===== config.mk =====
export PLATFORM = sky130hd
export DESIGN_NAME = stopwatch_bcd
export DESIGN_NICKNAME = d
export VERILOG_FILES = /design/src/rtl/stopwatch_bcd.sv
export SDC_FILE = /design/constraint.sdc
export NUM_CORES = 1
export LEC_CHECK = 0
export CAP_MARGIN = 20
export CORE_MARGIN = 2
export CORE_UTILIZATION = 55
export DETAILED_ROUTE_END_ITERATION = 8
export DONT_BUFFER_PORTS = 1
export PLACE_DENSITY = 0.7
export SYNTH_ARGS = -nofsm -noshare
export SYNTH_HDL_FRONTEND = slang
export SYNTH_SLANG_ARGS = --single-unit

===== constraint.sdc =====
create_clock -name clk -period 1.8 [get_ports clk]
set_input_delay 0.54 -clock clk [delete_from_list [all_inputs] [get_ports clk]]
set_output_delay 0.54 -clock clk [all_outputs]
set_load 0.1 [all_outputs]

===== src/rtl/stopwatch_bcd.sv =====
// Centisecond stopwatch, MM:SS.CC in packed BCD.
//
// The 10 ms divided clock is sampled as ordinary data in the clk domain; each
// observed 0->1 transition becomes a one-cycle count enable (tick).
//
// Parameters:
//   WRAP       1: roll 59:59.99 -> 00:00.00 and keep running; 0: saturate and go FULL
//   MAX_MIN_T  largest tens-of-minutes digit (limit is MAX_MIN_T:9 minutes)
//
// Ports:
//   clk         system clock, all logic on posedge
//   rst_n       synchronous active-low reset
//   slow_clk    10 ms divided clock, sampled as data
//   start_stop  debounced single-cycle pulse: start / pause / resume
//   clear       debounced single-cycle pulse: back to IDLE, count to zero
//   bcd         {min_t, min_o, sec_t, sec_o, cs_t, cs_o}, 4 bits each
//   running     state is RUN
//   full        state is FULL (only when WRAP = 0)
//   wrap_pulse  one-cycle pulse on rollover (only when WRAP = 1)
module stopwatch_bcd #(
  parameter bit          WRAP      = 1'b0,
  parameter int unsigned MAX_MIN_T = 5
) (
  input  logic        clk,
  input  logic        rst_n,
  input  logic        slow_clk,
  input  logic        start_stop,
  input  logic        clear,
  output logic [23:0] bcd,
  output logic        running,
  output logic        full,
  output logic        wrap_pulse
);

  typedef enum logic [1:0] {StIdle, StRun, StPause, StFull} state_e;

  // Digit index 0 = cs_o ... 5 = min_t, so the packed array is the bcd word.
  localparam logic [3:0] MinTMax = 4'(MAX_MIN_T);
  localparam logic [5:0][3:0] DigTerm = {MinTMax, 4'd9, 4'd5, 4'd9, 4'd9, 4'd9};
  // Per-digit rollover value; min_t never rolls because terminal is caught first.
  localparam logic [5:0][3:0] DigRoll = {4'd9, 4'd9, 4'd5, 4'd9, 4'd9, 4'd9};

  state_e          state_q, state_d;
  logic [5:0][3:0] dig_q, dig_d, dig_inc;
  logic            prev_slow_q;
  logic            wrap_pulse_q, wrap_pulse_d;
  logic            tick;
  logic            terminal;
  logic            carry;

  assign tick     = slow_clk & ~prev_slow_q;
  assign terminal = (dig_q == DigTerm);

  // BCD ripple increment, one digit at a time.
  always_comb begin
    dig_inc = dig_q;
    carry   = 1'b1;
    for (int i = 0; i < 6; i++) begin
      if (carry) begin
        if (dig_q[i] == DigRoll[i]) begin
          dig_inc[i] = 4'd0;
        end else begin
          dig_inc[i] = dig_q[i] + 4'd1;
          carry      = 1'b0;
        end
      end
    end
  end

  always_comb begin
    state_d      = state_q;
    dig_d        = dig_q;
    wrap_pulse_d = 1'b0;
    if (clear) begin
      state_d = StIdle;
      dig_d   = '0;
    end else begin
      case (state_q)
        StIdle: begin
          dig_d = '0;
          if (start_stop) state_d = StRun;
        end
        StRun: begin
          if (tick && terminal && !WRAP) begin
            // Saturating terminal tick outranks a simultaneous start_stop.
            state_d = StFull;
          end else begin
            if (tick) begin
              if (terminal) begin
                dig_d        = '0;
                wrap_pulse_d = 1'b1;
              end else begin
                dig_d = dig_inc;
              end
            end
            if (start_stop) state_d = StPause;
          end
        end
        StPause: begin
          if (start_stop) state_d = StRun;
        end
        StFull: begin
          state_d = StFull;
        end
        default: begin
          state_d = StIdle;
          dig_d   = '0;
        end
      endcase
    end
  end

  always_ff @(posedge clk) begin
    if (!rst_n) begin
      state_q      <= StIdle;
      dig_q        <= '0;
      // Held high so a slow_clk already high at release produces no tick.
      prev_slow_q  <= 1'b1;
      wrap_pulse_q <= 1'b0;
    end else begin
      state_q      <= state_d;
      dig_q        <= dig_d;
      prev_slow_q  <= slow_clk;
      wrap_pulse_q <= wrap_pulse_d;
    end
  end

  assign bcd        = dig_q;
  assign running    = (state_q == StRun);
  assign full       = (state_q == StFull);
  assign wrap_pulse = wrap_pulse_q;

endmodule


# Word-level counts from Yosys, hierarchy flattened
# Cells that the tools add are included.
word_totals:
  regBits: 28
  inputBits: 5
op_classes:
  n_addsub: 6
  eq_ne: 19
  muxes: 29
  n_bitwise: 5
  reduce_logical: 13
op_table:
  columns: ["cell", "n"]
  rows:
  - ["24-bit 2-to-1 mux", 3]
  - ["24-bit case mux with 2 select lines", 1]
  - ["4-bit 2-to-1 mux", 11]
  - ["4-bit by 1-bit adder with 4-bit output, second input constant", 6]
  - ["24-bit by 23-bit equality test with 1-bit output, second input constant", 1]
  - ["4-bit equality test, second input constant", 5]
  - ["4-bit AND reduction", 5]
  - ["3-bit by 1-bit inequality test with 1-bit output, second input constant", 5]
  - ["1-bit 2-to-1 mux", 10]
  - ["2-bit 2-to-1 mux", 3]
  - ["2-bit case mux with 3 select lines", 1]
  - ["5-bit OR reduction", 1]
  - ["2-bit equality test, second input constant", 2]
  - ["4-bit by 3-bit equality test with 1-bit output, second input constant", 1]
  - ["2-bit by 1-bit inequality test with 1-bit output, second input constant", 2]
  - ["1-bit NOT", 4]
  - ["2-bit OR reduction", 2]
  - ["3-bit by 2-bit inequality test with 1-bit output, second input constant", 1]
  - ["3-bit AND reduction", 1]
  - ["2-bit by 1-bit equality test with 1-bit output, second input constant", 1]
  - ["2-bit logical NOT", 1]
  - ["2-bit inequality test, second input constant", 1]
  - ["2-bit AND reduction", 1]
  - ["2-bit nonzero test", 1]
  - ["other kinds (2)", 2]

# Longest topological paths before layout
# Gate-level depths: netlist of the first run.
logic_depth:
  word_depth: 11
  depth_mapped: 7

# Least setup slack after synthesis of the first run
# OpenSTA, ideal clock, no wires.
synth_path:
  path_type: "register -> register"
  start: "register dig_q, in the netlist bcd[0]"
  end: "register dig_q, in the netlist bcd[23]"
  arrival_time_ns: 2.599
  t_required_ns: 1.711
  slack_ns: -0.887
  path_stages_with_launch: 7
  path_buffers: 0
  cell_sequence: "dfxtp_1 -> ha_1 -> nand3b_4 -> or4_4 -> nor4_4 -> nor3_1 -> nor4_2"
synth_via:
  elab_chain_len: 8
  elab_cells_between_ends: 15
  cone_classes: "4 x eq/ne; 9 x mux; 2 x reduce/logical"
synth_lines:
  columns: ["element", "line", "source"]
  rows:
  - ["start: declaration", "44", "logic [5:0][3:0] dig_q, dig_d, dig_inc;"]
  - ["start signal: assignment", "122", "dig_q <= dig_d;"]
  - ["4-bit equality test", "60", "if (dig_q[i] == DigRoll[i]) begin"]
  - ["1-bit 2-to-1 mux", "60", null]
  - ["1-bit 2-to-1 mux (4 in a row)", "59", "if (carry) begin"]
  - ["3-bit by 1-bit inequality test with 1-bit output (no source line)", null, null]
  - ["4-bit AND reduction (no source line)", null, null]
# Several ways; a longest one is shown, not always the timed one. The select of a mux whose other input is x is not followed.
# A chain may end at the register's enable or synchronous reset.

# Final worst setup path of the first run
layout_path:
  start: "register dig_q, in the netlist bcd[5]"
  end: "register dig_q, in the netlist bcd[23]"
# The elaborated chain is that of the path after synthesis.

==> results.py, run 1 <==
metrics = {
    "run_status": {
        "status": "finished, violations left",
        "violations": "negative setup slack",
    },
    "routing": {
        "drtIter0Drc": 89,
        "dr.pass1.iters": 4,
        "drcViolationCount": 0,
        "drtAntennaViolNets": 0,
        "vias_per_cell": 6.340,
        "avgRoutedWirePerCell_um": 17.53,
        "routed_wl_um": 4943,
        "vias": 1788,
    },
    "clock_network": {
        "numCtsBuffers": 3,
        "cts-root-buf": "clkbuf_4",
        "clk_path_buf_depth": 2,
        "clkSlewWorstSetupHoldPaths_ns": 0.15,
        "insertion_delay_ns": 0.33,
        "numClockSinks": 28,
        "htreeDepth": 1,
        "cts_tree": "done",
    },
    "place": {
        "gp_congestion": 0.8769,
        "portBuffers": 0,
        "pre_cts_ws_ns": -0.08639,
        "dp_hpwl_um": 3489,
    },
    "yosys": {
        "avgSynthCellArea_um2": 8.829,
        "netlist.top_cell.by_area": "dfxtp_1",
        "ys_types": 47,
        "synthMuxAreaShare": 0,
        "yosysWarnings": 0,
        "synth_top_family_by_area": "simple AND/OR/NAND/NOR gates",
        "synthXorXnorAreaFrac": 0.01534,
        "synth_edf_count": 0,
        "synthFlopType": "dfxtp_1",
        "synth_top_area_frac": 0.3272,
        "synthCells": 194,
        "async_flop_share": 0,
        "ys_seq_area_frac": 0.3272,
        "synth_area_leaders": "dfxtp_1 33%, ha_1 7.3%, nand3_1 3.8%",
        "synth_nets": 209,
        "ys_ff_latch": 28,
        "yosys.area_share.adder": 0.07305,
        "synth_area_um2": 1713,
        "synth_compound_area_frac": 0.1958,
        "synthSimpleGateAreaFrac": 0.3411,
    },
    "worst_setup_path": {
        "crit_chain": "inv_4 > ha_4 > nand3b_4 > or4_4 > nor4_4 > nor3_2 > nor4_2",
        "r2r_cells": 7,
        "slowest_delay_ns": 0.62,
        "setup.worst_path.class": "reg -> reg",
        "startpoint_type": "flip-flop",
        "worstPathArrival_ns": 2.15,
        "crit_family": "simple AND/OR/NAND/NOR gates",
        "crit_required_ns": 2.05,
        "cp-end-kind": "flip-flop",
        "cp_num_cells": 7,
        "slowest_stage": "or4_4",
        "path_buf_inv": 1,
        "cp_max_fo": 5,
    },
    "power": {
        "power_density_nw_per_um2": 414.5,
        "power_w": 0.001026,
        "ir_worst_vdd_uv": 260.1,
        "p_leak_nw": 1.021,
    },
    "die": {
        "num_rows": 20,
        "die_area_um2": 3577,
        "ios": 32,
        "coreArea_um2": 3003,
        "die_w_um": 59.81,
        "start_util": 0.5704,
        "die_y_um": 59.81,
    },
    "global_route": {
        "antenna_found_initial": 0,
        "grt_usage": 0.2743,
        "grt.overflow.total": 0,
        "grt_pass1_wl_um": 7534,
        "grt_max_degree": 16,
        "grt_pass1_vias": 1737,
    },
    "cells_and_area": {
        "final-seq-area_um2": 638.1,
        "area_growth_pct": 44.48,
        "final_core_util": 0.8242,
        "final_nets": 265,
        "diodes": 0,
        "drive_gt1_frac": 0.5502,
        "multi_input_comb_area_um2": 1282,
        "fillerInstances": 181,
    },
    "min_path": {
        "min_path_cells": 1,
        "hold_class": "in -> reg",
    },
    "timing": {
        "finalClockSkew_ns": 0.006373,
        "report.final.slew_viol_count": 0,
        "max_freq_mhz": 526.1,
        "grt_setup_unrepaired": "yes",
        "post-route-period-util": 1.056,
        "fin_crit_ns": 1.901,
        "finalHoldViolCount": 0,
        "setup_ws_ns": -0.1009,
        "setup_viol": 18,
    },
    "run": {
        "drv_cap": 0,
    },
}
-- report_power, final --
group	internal, W	leakage [nW]	switching [W]
registers	0.000599	0.245	0.00000721
clock network	0.0000871	0.0150	0.000189
logic	0.0000527	0.761	0.0000906
-- worst paths after layout --
| path | start | endpoint | slack (ns) |
|---|---|---|---|
| max | bcd[5] | bcd[23] | -0.10 |
| min | rst_n | prev_slow_q | 0.26 |
| max reg2reg | bcd[5] | bcd[23] | -0.10 |
| min reg2reg | bcd[17] | bcd[17] | 0.51 |
-- timing repair --
action | 4_1_cts | 5_1_grt
hold buffers | 0 | 0
pin swaps | 11 | 13
setup endpoints to repair | 21 | 23
cloned | 1 | 0
gates resized for setup | 22 | 24
buffers inserted | 5 | 7
-- placed cells by master (no fill, tap or decap), types with 4 or more instances in the layout --
master    instances
a21oi_1           6
a21oi_2           7
a31oi_1           5
buf_4            51
buf_6             4
dfxtp_2           8
dfxtp_4          18
ha_1              5
ha_4              4
nand2_1          10
nand2b_1          4
nand3_1          11
nand4_1           6
nor2_1           12
nor2b_1           4
o21ai_0           4
o21ai_1           7
or3_1             4
or4_4             4
-- per-layer routing --
layer,vias up,track usage,part of all wire
li1,842,-,-
met1,856,0.3236,0.40
met2,74,0.4953,0.52
met3,16,0.04978,0.058
met4,0,0.08889,0.025
met5,-,0,0
-- flip-flops by register name (all words and copies together), names as in the netlist --
| name | count |
|---|---|
| bcd | 24 |
| state_q | 2 |
| prev_slow_q | 1 |
| wrap_pulse | 1 |
-- metrics by stage --
| step | cells | cell area (µm²) | hold WS [ns] | TNS (ns) |
|---|---|---|---|---|
| finish | 282 | 2475 | 0.2629 | -0.8153 |
| global route | 282 | 2475 | 0.2502 | -2.775 |
| CTS | 275 | 2318 | 0.2664 | -0.4561 |
| detailed placement | 265 | 2180 | 0.4906 | -0.8995 |
| global placement | 265 | 2180 | 0.4835 | -0.2534 |
| floorplan | 194 | 1844 | 0.5595 | -2.496 |
-- cell usage after synthesis (2+ instances only) --
cell      instances
a211oi_1          2
buf_4             2
o22ai_1           2
nand3b_1          3
o211ai_1          3
nor4_4            2
clkbuf_1          2
nor2_1           12
nand2_1          11
ha_1             10
o31ai_1           4
nor3_1            4
o21ai_0          12
and3b_1           3
and2_1            3
inv_1             8
nand2b_1          5
a21oi_1          12
a31oi_1           5
nand3_1          13
o311ai_0          2
nor2b_1           4
o21a_1            2
nand4_1           6
or3_1             4
or4_1             6
nand3b_4          3
xnor2_1           3
dfxtp_1          28
-- cell type report --
type                            count  area share
Inverter                            8     0.01567
Timing Repair Buffer               56      0.1810
Clock buffer                        4     0.01062
Multi-Input combinational cell    153      0.5182
Sequential cell                    28      0.2578
Tap cell                           33     0.01668
-- logic make-up (layout without fill, tap and decap cells) --
| kind of cell | after synthesis | count (layout) |
|---|---|---|
| AO/OA/AOI/OAI | 51 | 52 |
| buffers and inverters | 14 | 68 |
| flip-flops | 28 | 28 |
| AND/OR/NAND/NOR | 87 | 87 |
| adder cells (fa/ha/maj) | 10 | 10 |
| XOR/XNOR | 3 | 3 |
| other | 1 | 1 |
No activity file was read; power rests on OpenSTA's default activity.
==> run 2, diff against run 1 <==
--- a/config.mk
+++ b/config.mk
@@ -6,11 +6,13 @@
 export NUM_CORES = 1
 export LEC_CHECK = 0
 export CAP_MARGIN = 20
+export CELL_PAD_IN_SITES_DETAIL_PLACEMENT = 0
+export CELL_PAD_IN_SITES_GLOBAL_PLACEMENT = 2
 export CORE_MARGIN = 2
-export CORE_UTILIZATION = 55
+export CORE_UTILIZATION = 34
 export DETAILED_ROUTE_END_ITERATION = 8
 export DONT_BUFFER_PORTS = 1
-export PLACE_DENSITY = 0.7
+export PLACE_DENSITY = 0.72
 export SYNTH_ARGS = -nofsm -noshare
 export SYNTH_HDL_FRONTEND = slang
 export SYNTH_SLANG_ARGS = --single-unit
==> run 2 against run 1 <==
Against the previous run:
- the run still ends with negative setup slack left
- highest routed layer unchanged
- critical path type unchanged
- combinational power grew 5%
- global-route usage shrank 8.5 points
- total power grew 7.9%
==> results.py, run 2 (synthesis gave the netlist of run 1 again) <==
metrics = {
    "cells_and_area": {
        "final-seq-area_um2": 634.4,
        "fin_area_um2": 2515,
        "finalNonFillerCells": 315,
        "multi_input_comb_area_um2": 1279,
        "final_cell_mix": "51 x buf_4, 17 x dfxtp_4, 11 x nor2_1, 11 x nand3_1, 10 x nand2_1",
        "fillerInstances": 433,
        "final_nets": 264,
        "final_common_cell": "buf_4",
        "drive_gt1_frac": 0.5524,
        "largest_reg_flops": 24,
        "area_growth_pct": 46.82,
        "diodes": 0,
    },
    "clock_network": {
        "cts-root-buf": "clkbuf_8",
        "clkSlewWorstSetupHoldPaths_ns": 0.10,
        "cts_tree": "done",
        "numCtsBuffers": 3,
        "clk_path_buf_depth": 2,
        "numClockSinks": 28,
        "htreeDepth": 1,
        "insertion_delay_ns": 0.28,
    },
    "routing": {
        "routed_wl_um": 5029,
        "vias_per_cell": 5.514,
        "dr.pass1.iters": 4,
        "avgRoutedWirePerCell_um": 15.97,
        "drtAntennaViolNets": 0,
        "drtIter0Drc": 49,
        "vias": 1737,
        "drcViolationCount": 0,
    },
    "place": {
        "place_inst": 304,
        "gp_congestion": 0.8315,
        "placed_area_um2": 2260,
        "dp_hpwl_um": 3705,
        "portBuffers": 0,
    },
    "worst_setup_path": {
        "crit_required_ns": 2.01,
        "r2r-end": "bcd[0]",
        "regToRegStartpoint": "bcd[1]",
        "startpoint_type": "flip-flop",
        "setup.worst_path.class": "reg -> reg",
        "ff2ff_setup_slack_ns": -0.05,
        "cp_max_fo": 5,
        "r2r_cells": 7,
        "cp-end-kind": "flip-flop",
        "worstPathArrival_ns": 2.07,
    },
    "global_route": {
        "grt_pass1_vias": 1674,
        "grt_max_degree": 16,
        "grt.overflow.total": 0,
        "grt_pass1_wl_um": 8162,
        "antenna_found_initial": 0,
        "grt_usage": 0.1890,
    },
    "die": {
        "die_w_um": 74.98,
        "coreArea_um2": 4786,
        "num_rows": 25,
        "die_y_um": 74.98,
        "ios": 32,
        "die_area_um2": 5622,
        "start_util": 0.3579,
    },
    "timing": {
        "setup_viol": 12,
        "post-route-period-util": 1.030,
        "fin_crit_ns": 1.855,
        "finalClockSkew_ns": 0.003023,
        "report.final.slew_viol_count": 0,
        "max_freq_mhz": 539.2,
        "whs_ns": 0.3285,
        "finalHoldViolCount": 0,
        "setup_ws_ns": -0.05459,
        "grt_setup_unrepaired": "yes",
    },
    "min_path": {
        "hold_class": "in -> reg",
        "worst_hold_path.endpoint": "prev_slow_q",
        "holdCritStartpoint": "rst_n",
        "min_path_cells": 1,
    },
    "run_status": {
        "violations": "negative setup slack",
        "status": "finished, violations left",
    },
    "power": {
        "p_leak_nw": 1.007,
        "power_density_nw_per_um2": 440.0,
        "ir_worst_vdd_uv": 238.7,
        "power_w": 0.001107,
    },
    "run": {
        "drv_cap": 0,
    },
}
## run 2: routing by layer
metal / part of all wire / track usage / routed length, µm
met1: 0.45 / 0.2435 / 2278
met2: 0.49 / 0.3090 / 2465
met3: 0.040 / 0.03748 / 203
met4: 0.016 / 0.07738 / 81
met5: 0 / 0 / 0
## run 2: per-stage QoR
| stage | setup WS, ns | setup TNS (ns) | util |
|---|---|---|---|
| 3_5_place_dp | -0.09091 | -0.8224 | 0.4722 |
| 4_1_cts | -0.06195 | -0.2527 | 0.5035 |
| 6_report | -0.05459 | -0.2812 | 0.5255 |
| 5_1_grt | -0.1599 | -1.885 | 0.5255 |
| 2_1_floorplan | -0.1665 | -2.496 | - |
| 3_3_place_gp | -0.04991 | -0.4608 | 0.4722 |
## run 2: area by class of cell
cell class | count | area share
sequential | 28 | 0.2522
clock buffer | 3 | 0.01642
multi-input combinational | 153 | 0.5085
timing repair buffer | 55 | 0.1736
inverter | 8 | 0.01443
clock inverter | 1 | 0.001493
tap | 67 | 0.03333
## run 2: worst max path at each step
stage | startpoint | to | slack [ns]
after CTS | state_q[1] | running | -0.06
after global routing | bcd[1] | bcd[19] | -0.16
after floorplan | bcd[4] | bcd[23] | -0.17
final | bcd[1] | bcd[0] | -0.05
after global placement | bcd[9] | bcd[15] | -0.05
after detailed placement | bcd[5] | bcd[12] | -0.09
## run 2: critical path, cell delays in order (launching register included)
cell and delay (ns):
dfxtp_4 0.36, inv_2 0.06, ha_4 0.13, nand3b_4 0.11
or4_4 0.64, o21a_4 0.27, xnor2_2 0.13, nor2_1 0.09
## run 2: repair_timing
item | CTS | global route
resized for setup | 22 | 21
pin swaps | 16 | 18
gates cloned | 1 | 0
hold buffers | 0 | 0
buffers inserted | 3 | 3
setup endpoints to repair | 20 | 24
## run 2: report_power, final
group          internal [W]  leakage (nW)  switching [W]
Sequential         0.000599         0.244     0.00000496
Combinational     0.0000553         0.739      0.0000942
Clock              0.000154        0.0231       0.000200
Total              0.000808          1.01       0.000299
==> run 3, diff against run 2 <==
==> config.mk (replaced) <==
export PLATFORM = sky130hd
export DESIGN_NAME = stopwatch_bcd
export DESIGN_NICKNAME = d
export VERILOG_FILES = /design/src/rtl/stopwatch_bcd.sv
export SDC_FILE = /design/constraint.sdc
export NUM_CORES = 1
export LEC_CHECK = 0
export CAP_MARGIN = 20
export CELL_PAD_IN_SITES_DETAIL_PLACEMENT = 1
export CELL_PAD_IN_SITES_GLOBAL_PLACEMENT = 1
export CORE_MARGIN = 2
export CORE_UTILIZATION = 42
export DETAILED_ROUTE_END_ITERATION = 8
export DONT_BUFFER_PORTS = 1
export PLACE_DENSITY = 0.71
export SYNTH_ARGS = -nofsm -noshare
export SYNTH_HDL_FRONTEND = slang
export SYNTH_SLANG_ARGS = --single-unit
==> run 3 against run 2 <==
Against the previous run:
- the flow still finishes with violations (negative setup slack)
- final cell count down 2.2%
- via count up 11%
- sequential power about the same
- register-to-register slack worse by 0.14 ns
- hold slack worse by 0.0013 ns
- global-route usage up 11 points
- first-iteration DRC count up 63%
- non-clock buffer count up 10
- sequential cell count unchanged
- fmax down 7.2%
- die area down 18%
- clock skew up 0.00072 ns
- critical path type unchanged
- largest cell class unchanged
==> results.py, run 3 (synthesis gave the netlist of run 1 again) <==
metrics = {
    "cells_and_area": {
        "largest_reg_flops": 24,
        "fillerInstances": 420,
        "area_growth_pct": 62.16,
        "drive_gt1_frac": 0.6434,
        "final_common_cell": "buf_4",
        "diodes": 0,
        "final_nets": 274,
        "final_cell_mix": "56 x buf_4, 16 x dfxtp_4, 11 x nor2_1",
    },
    "worst_setup_path": {
        "startpoint": "bcd[9]",
        "ff2ff_setup_slack_ns": -0.20,
        "startpoint_type": "flip-flop",
        "worstPathArrival_ns": 2.19,
        "cp-end-kind": "flip-flop",
        "crit_chain": "inv_4 > ha_4 > nand3b_4 > or4_4 > o21a_4 > xnor2_1 > nor2_1",
        "slowest_stage": "or4_4",
        "regToRegStartpoint": "bcd[9]",
        "r2r_cells": 7,
        "setup.worst_path.class": "reg -> reg",
        "r2r-end": "bcd[0]",
        "cp_max_fo": 5,
        "slowest_delay_ns": 0.67,
        "crit_required_ns": 1.99,
    },
    "global_route": {
        "grt_pass1_wl_um": 10050,
        "grt_pass1_vias": 2001,
        "antenna_found_initial": 0,
        "grt_usage": 0.2981,
        "grt_max_degree": 16,
        "grt.overflow.total": 0,
    },
    "power": {
        "power_density_nw_per_um2": 420.4,
        "p_leak_nw": 1.105,
        "ir_worst_vdd_uv": 367.3,
        "power_w": 0.001168,
    },
    "die": {
        "die_y_um": 67.86,
        "die_area_um2": 4605,
        "num_rows": 23,
        "coreArea_um2": 3971,
        "die_w_um": 67.86,
        "ios": 32,
        "start_util": 0.4313,
    },
    "clock_network": {
        "clkSlewWorstSetupHoldPaths_ns": 0.11,
        "insertion_delay_ns": 0.29,
        "clk_path_buf_depth": 2,
        "htreeDepth": 1,
        "cts-root-buf": "clkbuf_8",
        "numClockSinks": 28,
        "cts_tree": "done",
        "numCtsBuffers": 3,
    },
    "routing": {
        "vias": 1934,
        "drtIter0Drc": 80,
        "dr.pass1.iters": 4,
        "avgRoutedWirePerCell_um": 24.85,
        "drcViolationCount": 0,
        "drtAntennaViolNets": 0,
        "vias_per_cell": 6.279,
        "routed_wl_um": 7655,
    },
    "min_path": {
        "worst_hold_path.endpoint": "prev_slow_q",
        "hold_class": "in -> reg",
        "min_path_cells": 1,
        "holdCritStartpoint": "rst_n",
    },
    "run_status": {
        "violations": "negative setup slack",
        "status": "finished, violations left",
    },
    "timing": {
        "fin_crit_ns": 1.999,
        "finalHoldViolCount": 0,
        "post-route-period-util": 1.110,
        "report.final.slew_viol_count": 0,
        "tns_ns": -2.570,
        "setup_ws_ns": -0.1988,
        "max_freq_mhz": 500.3,
        "finalClockSkew_ns": 0.003744,
        "grt_setup_unrepaired": "yes",
        "setup_viol": 22,
    },
    "place": {
        "dp_hpwl_um": 4147,
        "pre_cts_ws_ns": -0.1441,
        "portBuffers": 0,
        "gp_congestion": 0.8145,
    },
    "run": {
        "drv_cap": 0,
    },
}
## run 3: cell types whose count changed in the layout (fill, tap and decap cells not counted), moves of 3 or more
| cell | previous run | this run |
|---|---|---|
| buf_4 | 51 | 56 |
| o31ai_2 | 0 | 3 |
| nand3_1 | 11 | 8 |
| or3_4 | 1 | 4 |
| o31ai_1 | 4 | 1 |
| or3_1 | 3 | 0 |
| buf_6 | 3 | 6 |
| a21oi_1 | 6 | 2 |
## run 3: per-stage QoR
stage	hold slack [ns]	std cells	cell area, µm²	utilization
2_1_floorplan	0.5595	194	1844	-
3_3_place_gp	0.4702	285	2223	0.5599
3_5_place_dp	0.4770	285	2223	0.5599
4_1_cts	0.3252	296	2441	0.6147
5_1_grt	0.3331	308	2778	0.6994
6_report	0.3273	308	2778	0.6994
## run 3: final cells by class
| class | count | area (µm²) | share of cell area |
|---|---|---|---|
| multi-input combinational | 153 | 1454 | 0.5234 |
| sequential | 28 | 631.9 | 0.2275 |
| timing repair buffer | 65 | 543.0 | 0.1955 |
| tap | 50 | 62.56 | 0.02252 |
| clock buffer | 3 | 41.29 | 0.01486 |
| inverter | 8 | 41.29 | 0.01486 |
| clock inverter | 1 | 3.754 | 0.001351 |
## run 3: power by group
part | total [W] | switching (W) | internal (W)
registers | 0.000605 | 0.00000486 | 0.000600
clock network | 0.000390 | 0.000235 | 0.000155
logic | 0.000173 | 0.000115 | 0.0000581
total | 0.00117 | 0.000354 | 0.000813
## run 3: critical path: cells and delay by family, from the launching register on
family          cells  cell delay [ns]
xor+xnor            1             0.20
buf+inv             1             0.05
fa+ha+maj           1             0.13
compound gates      1             0.30
simple gates        3             0.84
flops               1             0.37
## run 3: worst max path at each step
stage              end  slack, ns  cells past startpoint
5_1_grt         bcd[6]      -0.28                      7
2_1_floorplan  bcd[23]      -0.17                      6
4_1_cts        bcd[19]      -0.07                      8
3_3_place_gp   bcd[13]      -0.07                      7
6_report        bcd[0]      -0.20                      7
3_5_place_dp   bcd[19]      -0.14                      8
## run 3: what timing repair did
action | 4_1_cts | 5_1_grt
pin swaps | 23 | 32
setup buffers | 6 | 13
hold buffers | 0 | 0
resized for setup | 31 | 50
gates cloned | 1 | 0
endpoints found under the setup margin | 23 | 26
## run 3: per-layer routing
| layer | wire, µm | track usage |
|---|---|---|
| met5 | 0 | 0 |
| met4 | 207 | 0.1100 |
| met3 | 413 | 0.05263 |
| met2 | 3913 | 0.5490 |
| met1 | 3121 | 0.3421 |
